File: src/rtl/jh_pkg.sv
// Shared constants, FSM encoding and bin tag layout for the joint histogram reader.
// Used by joint_histogram_reader (JH_READER_CHECKSUM_EN enables its checksum option).
package jh_pkg;

    localparam int JH_NUM_BINS  = 200;
    localparam int JH_CI_STRIDE = 100;
    localparam int JH_NI_STRIDE = 10;
    localparam int JH_BIN_W     = 16;
    localparam int JH_IDX_W     = 8;

    localparam logic [3:0] JH_DIGIT_MAX = 4'(JH_NI_STRIDE - 1);
    localparam logic [3:0] JH_NI_MAX    = 4'((JH_CI_STRIDE / JH_NI_STRIDE) - 1);

    typedef enum logic [1:0] {
        ST_IDLE  = 2'd0,
        ST_READ  = 2'd1,
        ST_DRAIN = 2'd2,
        ST_DONE  = 2'd3
    } jh_state_t;

    typedef struct packed {
        logic [JH_IDX_W-1:0] index;
        logic                ci;
        logic [3:0]          ni;
        logic [3:0]          rd;
    } jh_tag_t;

    localparam jh_tag_t JH_TAG_ZERO = jh_tag_t'(17'd0);

    // Cascaded digit counters: rd wraps into ni, ni wraps into ci; no division needed.
    function automatic jh_tag_t jh_next_tag(input jh_tag_t tag);
        jh_tag_t nxt;
        nxt       = tag;
        nxt.index = tag.index + 8'd1;
        if (tag.rd == JH_DIGIT_MAX) begin
            nxt.rd = 4'd0;
            if (tag.ni == JH_NI_MAX) begin
                nxt.ni = 4'd0;
                nxt.ci = tag.ci + 1'b1;
            end else begin
                nxt.ni = tag.ni + 4'd1;
            end
        end else begin
            nxt.rd = tag.rd + 4'd1;
        end
        return nxt;
    endfunction

endpackage

File: src/rtl/joint_histogram_reader_if.sv
// Downstream valid/ready stream carrying one tagged histogram bin per beat.
interface joint_histogram_reader_if
    import jh_pkg::*;
#(
    parameter int BIN_W = JH_BIN_W
);
    logic                m_valid_o;
    logic                m_ready_i;
    logic [BIN_W-1:0]    m_data_o;
    logic [JH_IDX_W-1:0] m_index_o;
    logic                m_ci_o;
    logic [3:0]          m_ni_o;
    logic [3:0]          m_rd_o;
    logic                m_last_o;

    modport master (
        output m_valid_o, m_data_o, m_index_o, m_ci_o, m_ni_o, m_rd_o, m_last_o,
        input  m_ready_i
    );

    modport slave (
        input  m_valid_o, m_data_o, m_index_o, m_ci_o, m_ni_o, m_rd_o, m_last_o,
        output m_ready_i
    );
endinterface

File: src/rtl/jh_sync_fifo.sv
// Generic synchronous FIFO with occupancy count; head entry is always visible on head_data.
module jh_sync_fifo #(
    parameter int WIDTH = 8,
    parameter int DEPTH = 4
) (
    input  logic                     clk,
    input  logic                     rst,
    input  logic                     clr,
    input  logic                     push,
    input  logic [WIDTH-1:0]         push_data,
    input  logic                     pop,
    output logic [WIDTH-1:0]         head_data,
    output logic [$clog2(DEPTH):0]   count
);
    localparam int PTR_W = $clog2(DEPTH);
    localparam int CNT_W = PTR_W + 1;

    logic [WIDTH-1:0] mem_r [DEPTH];
    logic [PTR_W-1:0] wr_ptr_r;
    logic [PTR_W-1:0] rd_ptr_r;
    logic [CNT_W-1:0] count_r;
    logic             full_s;
    logic             push_ok_s;
    logic             pop_ok_s;

    assign full_s    = (count_r == CNT_W'(DEPTH));
    assign pop_ok_s  = pop && (count_r != {CNT_W{1'b0}});
    assign push_ok_s = push && (!full_s || pop_ok_s);
    assign head_data = mem_r[rd_ptr_r];
    assign count     = count_r;

    // Storage, pointers and occupancy; clr empties the queue without touching storage.
    always_ff @(posedge clk or posedge rst) begin
        if (rst) begin
            wr_ptr_r <= {PTR_W{1'b0}};
            rd_ptr_r <= {PTR_W{1'b0}};
            count_r  <= {CNT_W{1'b0}};
            for (int i = 0; i < DEPTH; i++) begin
                mem_r[i] <= {WIDTH{1'b0}};
            end
        end else if (clr) begin
            wr_ptr_r <= {PTR_W{1'b0}};
            rd_ptr_r <= {PTR_W{1'b0}};
            count_r  <= {CNT_W{1'b0}};
        end else begin
            if (push_ok_s) begin
                mem_r[wr_ptr_r] <= push_data;
                wr_ptr_r        <= wr_ptr_r + PTR_W'(1);
            end
            if (pop_ok_s) begin
                rd_ptr_r <= rd_ptr_r + PTR_W'(1);
            end
            count_r <= count_r + CNT_W'(push_ok_s) - CNT_W'(pop_ok_s);
        end
    end

endmodule

File: src/rtl/joint_histogram_reader.sv
// Drains the joint histogram store into a tagged valid/ready stream.
// Defining JH_READER_CHECKSUM_EN adds a per-frame bin total and mismatch flag.
module joint_histogram_reader
    import jh_pkg::*;
#(
    parameter int NUM_BINS   = JH_NUM_BINS,
    parameter int BIN_W      = JH_BIN_W,
    parameter int FIFO_DEPTH = 4
) (
    input  logic             clk,
    input  logic             rst,
`ifdef JH_READER_CHECKSUM_EN
    input  logic [23:0]      expected_total_i,
    output logic [23:0]      total_o,
    output logic             sum_mismatch_o,
`endif
    input  logic             start_i,
    output logic             read_en_o,
    input  logic [BIN_W-1:0] bin_i,
    input  logic             done_read_i,
    output logic             busy_o,
    output logic             done_o,
    output logic             error_o,
    joint_histogram_reader_if.master m
);
    localparam int CNT_W   = $clog2(FIFO_DEPTH) + 1;
    localparam int TAG_W   = $bits(jh_tag_t);
    localparam int ENTRY_W = BIN_W + TAG_W;
    localparam logic [JH_IDX_W-1:0] LAST_IDX = JH_IDX_W'(NUM_BINS - 1);

    jh_state_t           state_r;
    jh_state_t           state_s;
    logic                read_en_r;
    logic                read_en_s;
    logic                rd_pending_r;
    logic [JH_IDX_W-1:0] issued_r;
    logic [JH_IDX_W-1:0] issued_s;
    jh_tag_t             tag_r;
    logic                busy_r;
    logic                done_r;
    logic                error_r;
    logic                start_s;
    logic                pop_s;
    logic [CNT_W-1:0]    count_s;
    logic [CNT_W-1:0]    count_next_s;
    logic [ENTRY_W-1:0]  head_s;
    jh_tag_t             head_tag_s;

    assign start_s    = (state_r == ST_IDLE) && start_i;
    assign pop_s      = m.m_valid_o && m.m_ready_i;
    assign head_tag_s = jh_tag_t'(head_s[TAG_W-1:0]);

    jh_sync_fifo #(
        .WIDTH (ENTRY_W),
        .DEPTH (FIFO_DEPTH)
    ) u_fifo (
        .clk       (clk),
        .rst       (rst),
        .clr       (start_s),
        .push      (rd_pending_r),
        .push_data ({bin_i, tag_r}),
        .pop       (pop_s),
        .head_data (head_s),
        .count     (count_s)
    );

    assign m.m_valid_o = (count_s != {CNT_W{1'b0}});
    assign m.m_data_o  = head_s[ENTRY_W-1:TAG_W];
    assign m.m_index_o = head_tag_s.index;
    assign m.m_ci_o    = head_tag_s.ci;
    assign m.m_ni_o    = head_tag_s.ni;
    assign m.m_rd_o    = head_tag_s.rd;
    assign m.m_last_o  = (head_tag_s.index == LAST_IDX);

    assign read_en_o = read_en_r;
    assign busy_o    = busy_r;
    assign done_o    = done_r;
    assign error_o   = error_r;

    // Next-state logic for the drain sequence.
    always_comb begin
        state_s = state_r;
        case (state_r)
            ST_IDLE: begin
                if (start_i) state_s = ST_READ;
                else         state_s = ST_IDLE;
            end
            ST_READ: begin
                if (read_en_r && (issued_r == LAST_IDX)) state_s = ST_DRAIN;
                else                                     state_s = ST_READ;
            end
            ST_DRAIN: begin
                if (pop_s && m.m_last_o && (count_s == CNT_W'(1))) state_s = ST_DONE;
                else                                                 state_s = ST_DRAIN;
            end
            ST_DONE: state_s = ST_IDLE;
            default: state_s = ST_IDLE;
        endcase
    end

    // Next request decision: next-cycle occupancy plus the request now in flight must leave room.
    always_comb begin
        count_next_s = count_s;
        issued_s     = issued_r;
        if (start_s) begin
            count_next_s = {CNT_W{1'b0}};
            issued_s     = {JH_IDX_W{1'b0}};
        end else begin
            count_next_s = count_s + CNT_W'(rd_pending_r) - CNT_W'(pop_s);
            issued_s     = issued_r + JH_IDX_W'(read_en_r);
        end
        read_en_s = (state_s == ST_READ) &&
                    (int'(issued_s) < NUM_BINS) &&
                    ((int'(count_next_s) + int'(read_en_r)) < FIFO_DEPTH);
    end

    // State register and registered control outputs.
    always_ff @(posedge clk or posedge rst) begin
        if (rst) begin
            state_r      <= ST_IDLE;
            read_en_r    <= 1'b0;
            rd_pending_r <= 1'b0;
            issued_r     <= {JH_IDX_W{1'b0}};
            busy_r       <= 1'b0;
            done_r       <= 1'b0;
        end else begin
            state_r      <= state_s;
            read_en_r    <= read_en_s;
            rd_pending_r <= read_en_r;
            issued_r     <= issued_s;
            busy_r       <= (state_s == ST_READ) || (state_s == ST_DRAIN);
            done_r       <= (state_s == ST_DONE);
        end
    end

    // Tag counters and sticky protocol error, both evaluated on capture cycles.
    always_ff @(posedge clk or posedge rst) begin
        if (rst) begin
            tag_r   <= JH_TAG_ZERO;
            error_r <= 1'b0;
        end else if (start_s) begin
            tag_r   <= JH_TAG_ZERO;
            error_r <= 1'b0;
        end else if (rd_pending_r) begin
            tag_r <= jh_next_tag(tag_r);
            if (done_read_i != (tag_r.index == LAST_IDX)) begin
                error_r <= 1'b1;
            end
        end
    end

`ifdef JH_READER_CHECKSUM_EN
    logic [23:0] total_r;
    logic        sum_mismatch_r;

    assign total_o        = total_r;
    assign sum_mismatch_o = sum_mismatch_r;

    // Frame bin total; the comparison is latched on entry to DONE and held until restart.
    always_ff @(posedge clk or posedge rst) begin
        if (rst) begin
            total_r        <= 24'd0;
            sum_mismatch_r <= 1'b0;
        end else if (start_s) begin
            total_r        <= 24'd0;
            sum_mismatch_r <= 1'b0;
        end else begin
            if (rd_pending_r) begin
                total_r <= total_r + 24'(bin_i);
            end
            if (state_s == ST_DONE) begin
                sum_mismatch_r <= (total_r != expected_total_i);
            end
        end
    end
`endif

endmodule
File: src/flat_wrapper.sv
// flat-port wrapper written by rule: the top's interface ports become plain ports
module joint_histogram_reader_flat import jh_pkg::*;
#(
    parameter int NUM_BINS   = JH_NUM_BINS,
    parameter int BIN_W      = JH_BIN_W,
    parameter int FIFO_DEPTH = 4
)
  (clk, rst, start_i, read_en_o, bin_i, done_read_i, busy_o, done_o, error_o, m_m_valid_o, m_m_data_o, m_m_index_o, m_m_ci_o, m_m_ni_o, m_m_rd_o, m_m_last_o, m_m_ready_i);
  joint_histogram_reader_if #(.BIN_W(BIN_W)) m_i ();
  input  logic clk;
  input  logic rst;
  input  logic start_i;
  output logic read_en_o;
  input  logic [BIN_W-1:0] bin_i;
  input  logic done_read_i;
  output logic busy_o;
  output logic done_o;
  output logic error_o;
  output wire logic [$bits(m_i.m_valid_o)-1:0] m_m_valid_o;
  output wire logic [$bits(m_i.m_data_o)-1:0] m_m_data_o;
  output wire logic [$bits(m_i.m_index_o)-1:0] m_m_index_o;
  output wire logic [$bits(m_i.m_ci_o)-1:0] m_m_ci_o;
  output wire logic [$bits(m_i.m_ni_o)-1:0] m_m_ni_o;
  output wire logic [$bits(m_i.m_rd_o)-1:0] m_m_rd_o;
  output wire logic [$bits(m_i.m_last_o)-1:0] m_m_last_o;
  input wire logic [$bits(m_i.m_ready_i)-1:0] m_m_ready_i;
  assign m_m_valid_o = m_i.m_valid_o;
  assign m_m_data_o = m_i.m_data_o;
  assign m_m_index_o = m_i.m_index_o;
  assign m_m_ci_o = m_i.m_ci_o;
  assign m_m_ni_o = m_i.m_ni_o;
  assign m_m_rd_o = m_i.m_rd_o;
  assign m_m_last_o = m_i.m_last_o;
  assign m_i.m_ready_i = m_m_ready_i;
  joint_histogram_reader #(.NUM_BINS(NUM_BINS), .BIN_W(BIN_W), .FIFO_DEPTH(FIFO_DEPTH)) u_core (.clk(clk), .rst(rst), .start_i(start_i), .read_en_o(read_en_o), .bin_i(bin_i), .done_read_i(done_read_i), .busy_o(busy_o), .done_o(done_o), .error_o(error_o), .m(m_i));
endmodule
File: config.mk
export PLATFORM = sky130hd
export DESIGN_NAME = joint_histogram_reader_flat
export DESIGN_NICKNAME = d
export VERILOG_FILES = /design/src/rtl/jh_pkg.sv /design/src/rtl/joint_histogram_reader_if.sv /design/src/rtl/jh_sync_fifo.sv /design/src/rtl/joint_histogram_reader.sv /design/src/flat_wrapper.sv
export SDC_FILE = /design/constraint.sdc
export NUM_CORES = 1
export LEC_CHECK = 0
export CAP_MARGIN = 15
export CORE_MARGIN = 3
export CORE_UTILIZATION = 60
export CTS_BUF_LIST = sky130_fd_sc_hd__clkbuf_8
export DETAILED_ROUTE_END_ITERATION = 8
export PLACE_DENSITY = 0.82
export SLEW_MARGIN = 5
export SYNTH_ARGS = -nofsm -noshare
export SYNTH_HDL_FRONTEND = slang
export SYNTH_SLANG_ARGS = --single-unit
export TNS_END_PERCENT = 5
File: constraint.sdc
create_clock -name clk -period 11.1 [get_ports clk]
set_input_delay 2.22 -clock clk [delete_from_list [all_inputs] [get_ports clk]]
set_output_delay 2.22 -clock clk [all_outputs]
set_load 0.01 [all_outputs]
* After elaboration in Yosys (flattened, before gate mapping)
Cells that the tools add are included.
Word-level totals: register bits after elaboration 171, bits of input ports 21
Operators by class: add/subtract/negate cells 12, magnitude comparators 5, equality and inequality tests 14, mux-type cells 26, bitwise gates (word level) 3, reductions and logical operators 25
Operators with widths (count):
- $bwmux 132 | 1
- $mux 33 | 3
- $bmux 33 s2 | 1
- $demux 33 s2 | 1
- $mux 17 | 2
- $lt 32x4->1 const B | 1
- $eq 8x8->1 const B | 3
- $reduce_bool 2->1 | 6
- $logic_and 1x1->1 | 10
- $mux 2 | 5
- $add 4x1->4 const B | 2
- $add 8x1->8 | 1
- $add 8x1->8 const B | 1
- $eq 2x2->1 const B | 4
- $eq 4x4->1 const B | 2
- $lt 8x8->1 const B | 1
- $mux 4 | 2
- $mux 8 | 1
- $pmux 2 s4 | 1
- $add 3x1->3 | 2
- $ge 3x3->1 const B | 2
- $mux 1 | 6
- $mux 3 | 2
- $not 2->3 | 2
- other kinds (17) | 23

* Logic depth before layout (Yosys ltp)
depth in word-level cells 12, gate-level depth with buffers 9, gate-level depth less buffers 9

* Hierarchy
Synthesis repeated with hierarchy kept, for this count alone.
Unflattened totals: cells, all modules 545, area, all modules 8267.9 µm²
By module, submodules not included:
- jh_sync_fifo | times used 1, cells an instance 366, area an instance 6525.0 µm², seq. area each 3478.3 µm²
- joint_histogram_reader | times used 1, cells an instance 179, area an instance 1742.9 µm², seq. area each 800.8 µm²

* Worst setup path after synthesis
OpenSTA, ideal clock, no wires.
path type input -> register, from input m_m_ready_i, to register u_core.u_fifo.count_r[2] (netlist: u_core.u_fifo.count[2]), data arrival time 3.787 ns, required time 10.968 ns, setup slack 7.181 ns, stages 9, buffers on the path 0, cells stage by stage nor4b_1 nand2b_1 ha_1 inv_1 ha_1 inv_1 fa_1 xnor2_1 nor2_1
Between the ends: cells in the longest elaborated chain, start to end 7
Ends and longest elaborated chain:
- start: declaration | line flat_wrapper.sv:26 | input wire logic [$bits(m_i.m_ready_i)-1:0] m_m_ready_i;
- $logic_and 1x1->1 * | line joint_histogram_reader.sv:50 | assign pop_s = m.m_valid_o && m.m_ready_i;
- $logic_and 1x1->1 * | line jh_sync_fifo.sv:27 | assign pop_ok_s = pop && (count_r != {CNT_W{1'b0}});
- $logic_or 1x1->1 | line jh_sync_fifo.sv:28 | assign push_ok_s = push && (!full_s || pop_ok_s);
- $logic_and 1x1->1 | line jh_sync_fifo.sv:28
- $add 3x1->3 | line jh_sync_fifo.sv:53 | count_r <= count_r + CNT_W'(push_ok_s) - CNT_W'(pop_ok_s);
- $sub 3x1->3 * | line jh_sync_fifo.sv:53
- $mux 3 * | line jh_sync_fifo.sv:41 | end else if (clr) begin
- end signal: assignment | line jh_sync_fifo.sv:37 | count_r <= {CNT_W{1'b0}};
- end signal: assignment | line jh_sync_fifo.sv:44 | count_r <= {CNT_W{1'b0}};
- end signal: assignment | line jh_sync_fifo.sv:53
- end: declaration | line jh_sync_fifo.sv:21 | logic [CNT_W-1:0] count_r;
Every way passes the cells marked *; elsewhere a longest branch is shown, timed or not. A chain may end at the register's enable or synchronous reset.

* Final worst setup path
from register u_core.u_fifo.rd_ptr_r[1], to output m_m_last_o
Between the ends: cells in the longest elaborated chain, start to end 5
Ends and longest elaborated chain:
- start: declaration | line jh_sync_fifo.sv:20 | logic [PTR_W-1:0] rd_ptr_r;
- start signal: assignment | line jh_sync_fifo.sv:36 | rd_ptr_r <= {PTR_W{1'b0}};
- start signal: assignment | line jh_sync_fifo.sv:43 | rd_ptr_r <= {PTR_W{1'b0}};
- start signal: assignment | line jh_sync_fifo.sv:51 | rd_ptr_r <= rd_ptr_r + PTR_W'(1);
- $not 2->3 (not written as such) | line jh_sync_fifo.sv:29 | assign head_data = mem_r[rd_ptr_r];
- $bmux 33 s2 | line jh_sync_fifo.sv:29
- $mux 33 (not written as such) (2 in series) | line jh_sync_fifo.sv:29
- $eq 8x8->1 | line joint_histogram_reader.sv:73 | assign m.m_last_o = (head_tag_s.index == LAST_IDX);
- end: declaration | line flat_wrapper.sv:25 | output wire logic [$bits(m_i.m_last_o)-1:0] m_m_last_o;
Every way passes these cells. The select of a mux whose other input is x is not followed.

==> run metrics <==
outcome finished, final reports clean; fraction of layout cells with a size suffix above 1 0.340; area share of the largest cell type after synthesis 0.548; maximum clock frequency 181 MHz; share of the synthesized area in compound gates (AO/OA/AOI/OAI) 0.0281; area of combinational cells with multiple inputs 3320 sq um; smallest setup slack after layout 5.56 ns; Max Cap Viol 0; worst slew margin relative to its limit 0.414; Worst Setup Slack post-DPL 6.06 ns; part of the total power dissipated in the clock network 0.161; per-instance average area after synthesis 14.6 sq um; Req. time, crit path 8.88 ns; final wirelength 14500 um; switching share of total power 0.333; worst supply voltage drop on vdd 123 uV; antenna violations before repair 0; # DRC 0; cell taking the most area after synthesis sky130_fd_sc_hd__dfrtp_1; final estimated routing congestion in global placement 0.779; area growth from synthesis to layout 14.6%; switching power total 0.903 mW; Post-CTS Repair Setup Buffers 0; initial cell density of the core 0.616; Worst Tran Pin Value 0.879 ns; GRT busiest layer met2; GR Util met2 0.363; final non-filler cell area 8940 sq um; CTS clock-pin slew for the worst setup and hold paths 0.09 ns; # port buffers 59; floorplan die width 120 um; fraction of the core area covered by cells at the end of the flow 0.706; proportion of synthesized chip area in sequential cells 0.548; GR Layer Usage met3 0.0514; Fin Setup TNS 0 ns; wire length of the first global-routing pass 24200 um; Netlist Area Pre-Place 7800 sq um; hold slack 0.504 ns; cell-internal power 1.81 mW; leakage power 3.91 nW; mux contribution to synthesized area 0.294; share of the cycle needed by the critical path after routing 0.499; most instantiated library cell after synthesis sky130_fd_sc_hd__dfrtp_1; antenna viol nets, final 0; Max Transition Viols Final 0; largest fanout of any net on the critical path 23; Post-CTS Resized 0; Seq pwr share 0.410; Placed Area 8540 sq um; crit-path cells buf_4 > mux4_1 > nand2b_1 > nor4_2 > clkdlybuf4s50_1; crit start category flop; total power density per cell area 304 nW/um^2; placed instance count 746; combinational group share of total power 0.429; Root Buffer sky130_fd_sc_hd__clkbuf_8; largest incremental delay on the critical path 0.63 ns; count of standard-cell rows 41; Worst-Skew Late Latency 0.46 ns; cts hold-fix bufs 0; area share of xor/xnor cells in the synthesized design 0.0157; routed via count 4606; final hold violations 0; grt ovf 0; violation count after the first detailed-routing iteration 290; Die Height 120 um; Detailed Routing Iterations Pass 1 4; final routed wire length divided by cell count 18.6 um; slowest cell on the critical path sky130_fd_sc_hd__clkdlybuf4s50_1; kind of critical path flop to output pin; placed wire-length estimate after detailed placement 9530 um; largest family of logic cells by synthesized area multiplexers; Adder-Cell Fraction of Synth Area 0.0324; clock tree from TritonCTS yes; synthesized instance count 535; maximum number of pins on one net before global-route repair 101; flip-flop and latch area 4280 sq um; total track usage 0.217; type of the most critical hold path flop to flop; number of different library cells in the post-synthesis netlist 44; post-route minimum period 5.54 ns; setup repair after global routing missed its margin false; post-route non-filler standard cell count 778; kind of capture point of the worst setup path output pin; largest cells by area after synthesis sky130_fd_sc_hd__dfrtp_1 55%, sky130_fd_sc_hd__mux2_2 19%, sky130_fd_sc_hd__mux4_2 7.2%; count of warnings emitted by yosys 0; final setup violation count 0; number of synthesized register bits 171; share of flip-flops with an asynchronous set or reset 1.00; CTS H-tree depth 4; area inside the core boundary 12700 sq um; number of global-route vias before repair 4787; Synth Flop Type sky130_fd_sc_hd__dfrtp_1; Setup Skew 0.00828 ns; number of buffers created by CTS 17; number of clock sinks 171; fill cell count 848; number of enable flip-flop cells after synthesis 0; number of inserted diodes 0; PnR Total Power 2.72 mW; largest buffer count on any clock path 2; Die Footprint 14400 sq um; met1 global-route usage 0.280; synth cell count leaders 171 x sky130_fd_sc_hd__dfrtp_1, 133 x sky130_fd_sc_hd__mux2_2, 25 x sky130_fd_sc_hd__mux4_2, 21 x sky130_fd_sc_hd__nor2_1; arrival time reported for the critical path endpoint 3.32 ns; simple-gate portion of the synthesized area 0.0548; post-layout net count 633; net count after synthesis 575; DR vias/cell 5.92; Boundary Pins 60
==> path summary, 6_finish.rpt <==
path                                           start                        to  slack (ns)  cells after the start
max reg2reg                u_core.u_fifo.rd_ptr_r[1]          u_core.read_en_o        8.08                      8
min reg2reg                  u_core.u_fifo.mem_r[82]   u_core.u_fifo.mem_r[82]        0.50                      1
max in group asynchronous                        rst    u_core.u_fifo.count[0]        7.36                      3
max                        u_core.u_fifo.rd_ptr_r[1]                m_m_last_o        5.56                      5
min in group asynchronous                        rst  u_core.u_fifo.mem_r[117]        2.33                      2
min                          u_core.u_fifo.mem_r[82]   u_core.u_fifo.mem_r[82]        0.50                      1
==> registers in the layout, indices dropped and copies added (netlist names), 2 cells and up <==
| name | cells |
|---|---|
| u_core.u_fifo.mem_r | 132 |
| u_core.tag_r | 17 |
| u_core.u_fifo.count | 3 |
| u_core.u_fifo.wr_ptr_r | 2 |
| u_core.issued_r | 8 |
| u_core.state_r | 2 |
| u_core.u_fifo.rd_ptr_r | 2 |
==> kinds of logic after synthesis <==
logic type	after synthesis
flops	171
mux	168
simple gates	81
buf+inv	46
compound gates	36
fa+ha+maj	19
xor+xnor	14
==> worst max-delay path, delay by kind of cell, from the launching register on <==
| family | cells | cell delay [ns] |
|---|---|---|
| buf+inv | 2 | 1.09 |
| mux | 1 | 0.62 |
| simple gates | 2 | 0.57 |
| flops | 1 | 0.56 |
==> power by group through the flow <==
stage          Clock [mW]  Combinational, mW  Sequential (mW)
6_report            0.436               1.17             1.11
5_1_grt             0.476               1.27             1.15
4_1_cts             0.445               1.19             1.11
3_5_place_dp            0               1.18             1.12
3_3_place_gp            0               1.14             1.09
2_1_floorplan           0              0.846             1.03
==> cell type report <==
type                       instances  area share
timing repair buffer              67      0.0728
clock inverter                    15      0.0189
clock buffer                      17      0.0262
sequential                       171       0.479
inverter                          18     0.00812
multi-input combinational        318       0.371
tap                              172      0.0241
==> placed cells by master, fill, tap and decap left out, types with 2 or more instances in the layout <==
cell	n
sky130_fd_sc_hd__and4b_1	2
sky130_fd_sc_hd__nor3b_1	2
sky130_fd_sc_hd__fa_1	2
sky130_fd_sc_hd__bufinv_16	2
sky130_fd_sc_hd__o21ai_0	11
sky130_fd_sc_hd__xnor2_1	5
sky130_fd_sc_hd__nor2_1	21
sky130_fd_sc_hd__buf_4	8
sky130_fd_sc_hd__mux2i_1	2
sky130_fd_sc_hd__xor2_1	9
sky130_fd_sc_hd__clkinvlp_4	6
sky130_fd_sc_hd__nand2b_1	3
sky130_fd_sc_hd__clkdlybuf4s50_1	59
sky130_fd_sc_hd__and2_1	4
sky130_fd_sc_hd__inv_1	17
sky130_fd_sc_hd__or3_1	6
sky130_fd_sc_hd__mux4_2	25
sky130_fd_sc_hd__nand2_1	18
sky130_fd_sc_hd__clkinv_4	4
sky130_fd_sc_hd__inv_6	3
sky130_fd_sc_hd__dfrtp_1	170
sky130_fd_sc_hd__mux4_1	8
sky130_fd_sc_hd__nor3_1	5
sky130_fd_sc_hd__mux2_2	133
sky130_fd_sc_hd__clkbuf_8	17
sky130_fd_sc_hd__nand4_1	6
sky130_fd_sc_hd__o31a_1	2
sky130_fd_sc_hd__a21oi_1	13
sky130_fd_sc_hd__ha_1	17
sky130_fd_sc_hd__a31oi_1	2
sky130_fd_sc_hd__nand3_1	5
==> routing by layer <==
metal	wire, um	part of all wire
met1	6190	0.43
met2	7510	0.52
met3	535	0.037
met4	216	0.015
met5	0	0
No activity file was read; power rests on OpenSTA's default activity.
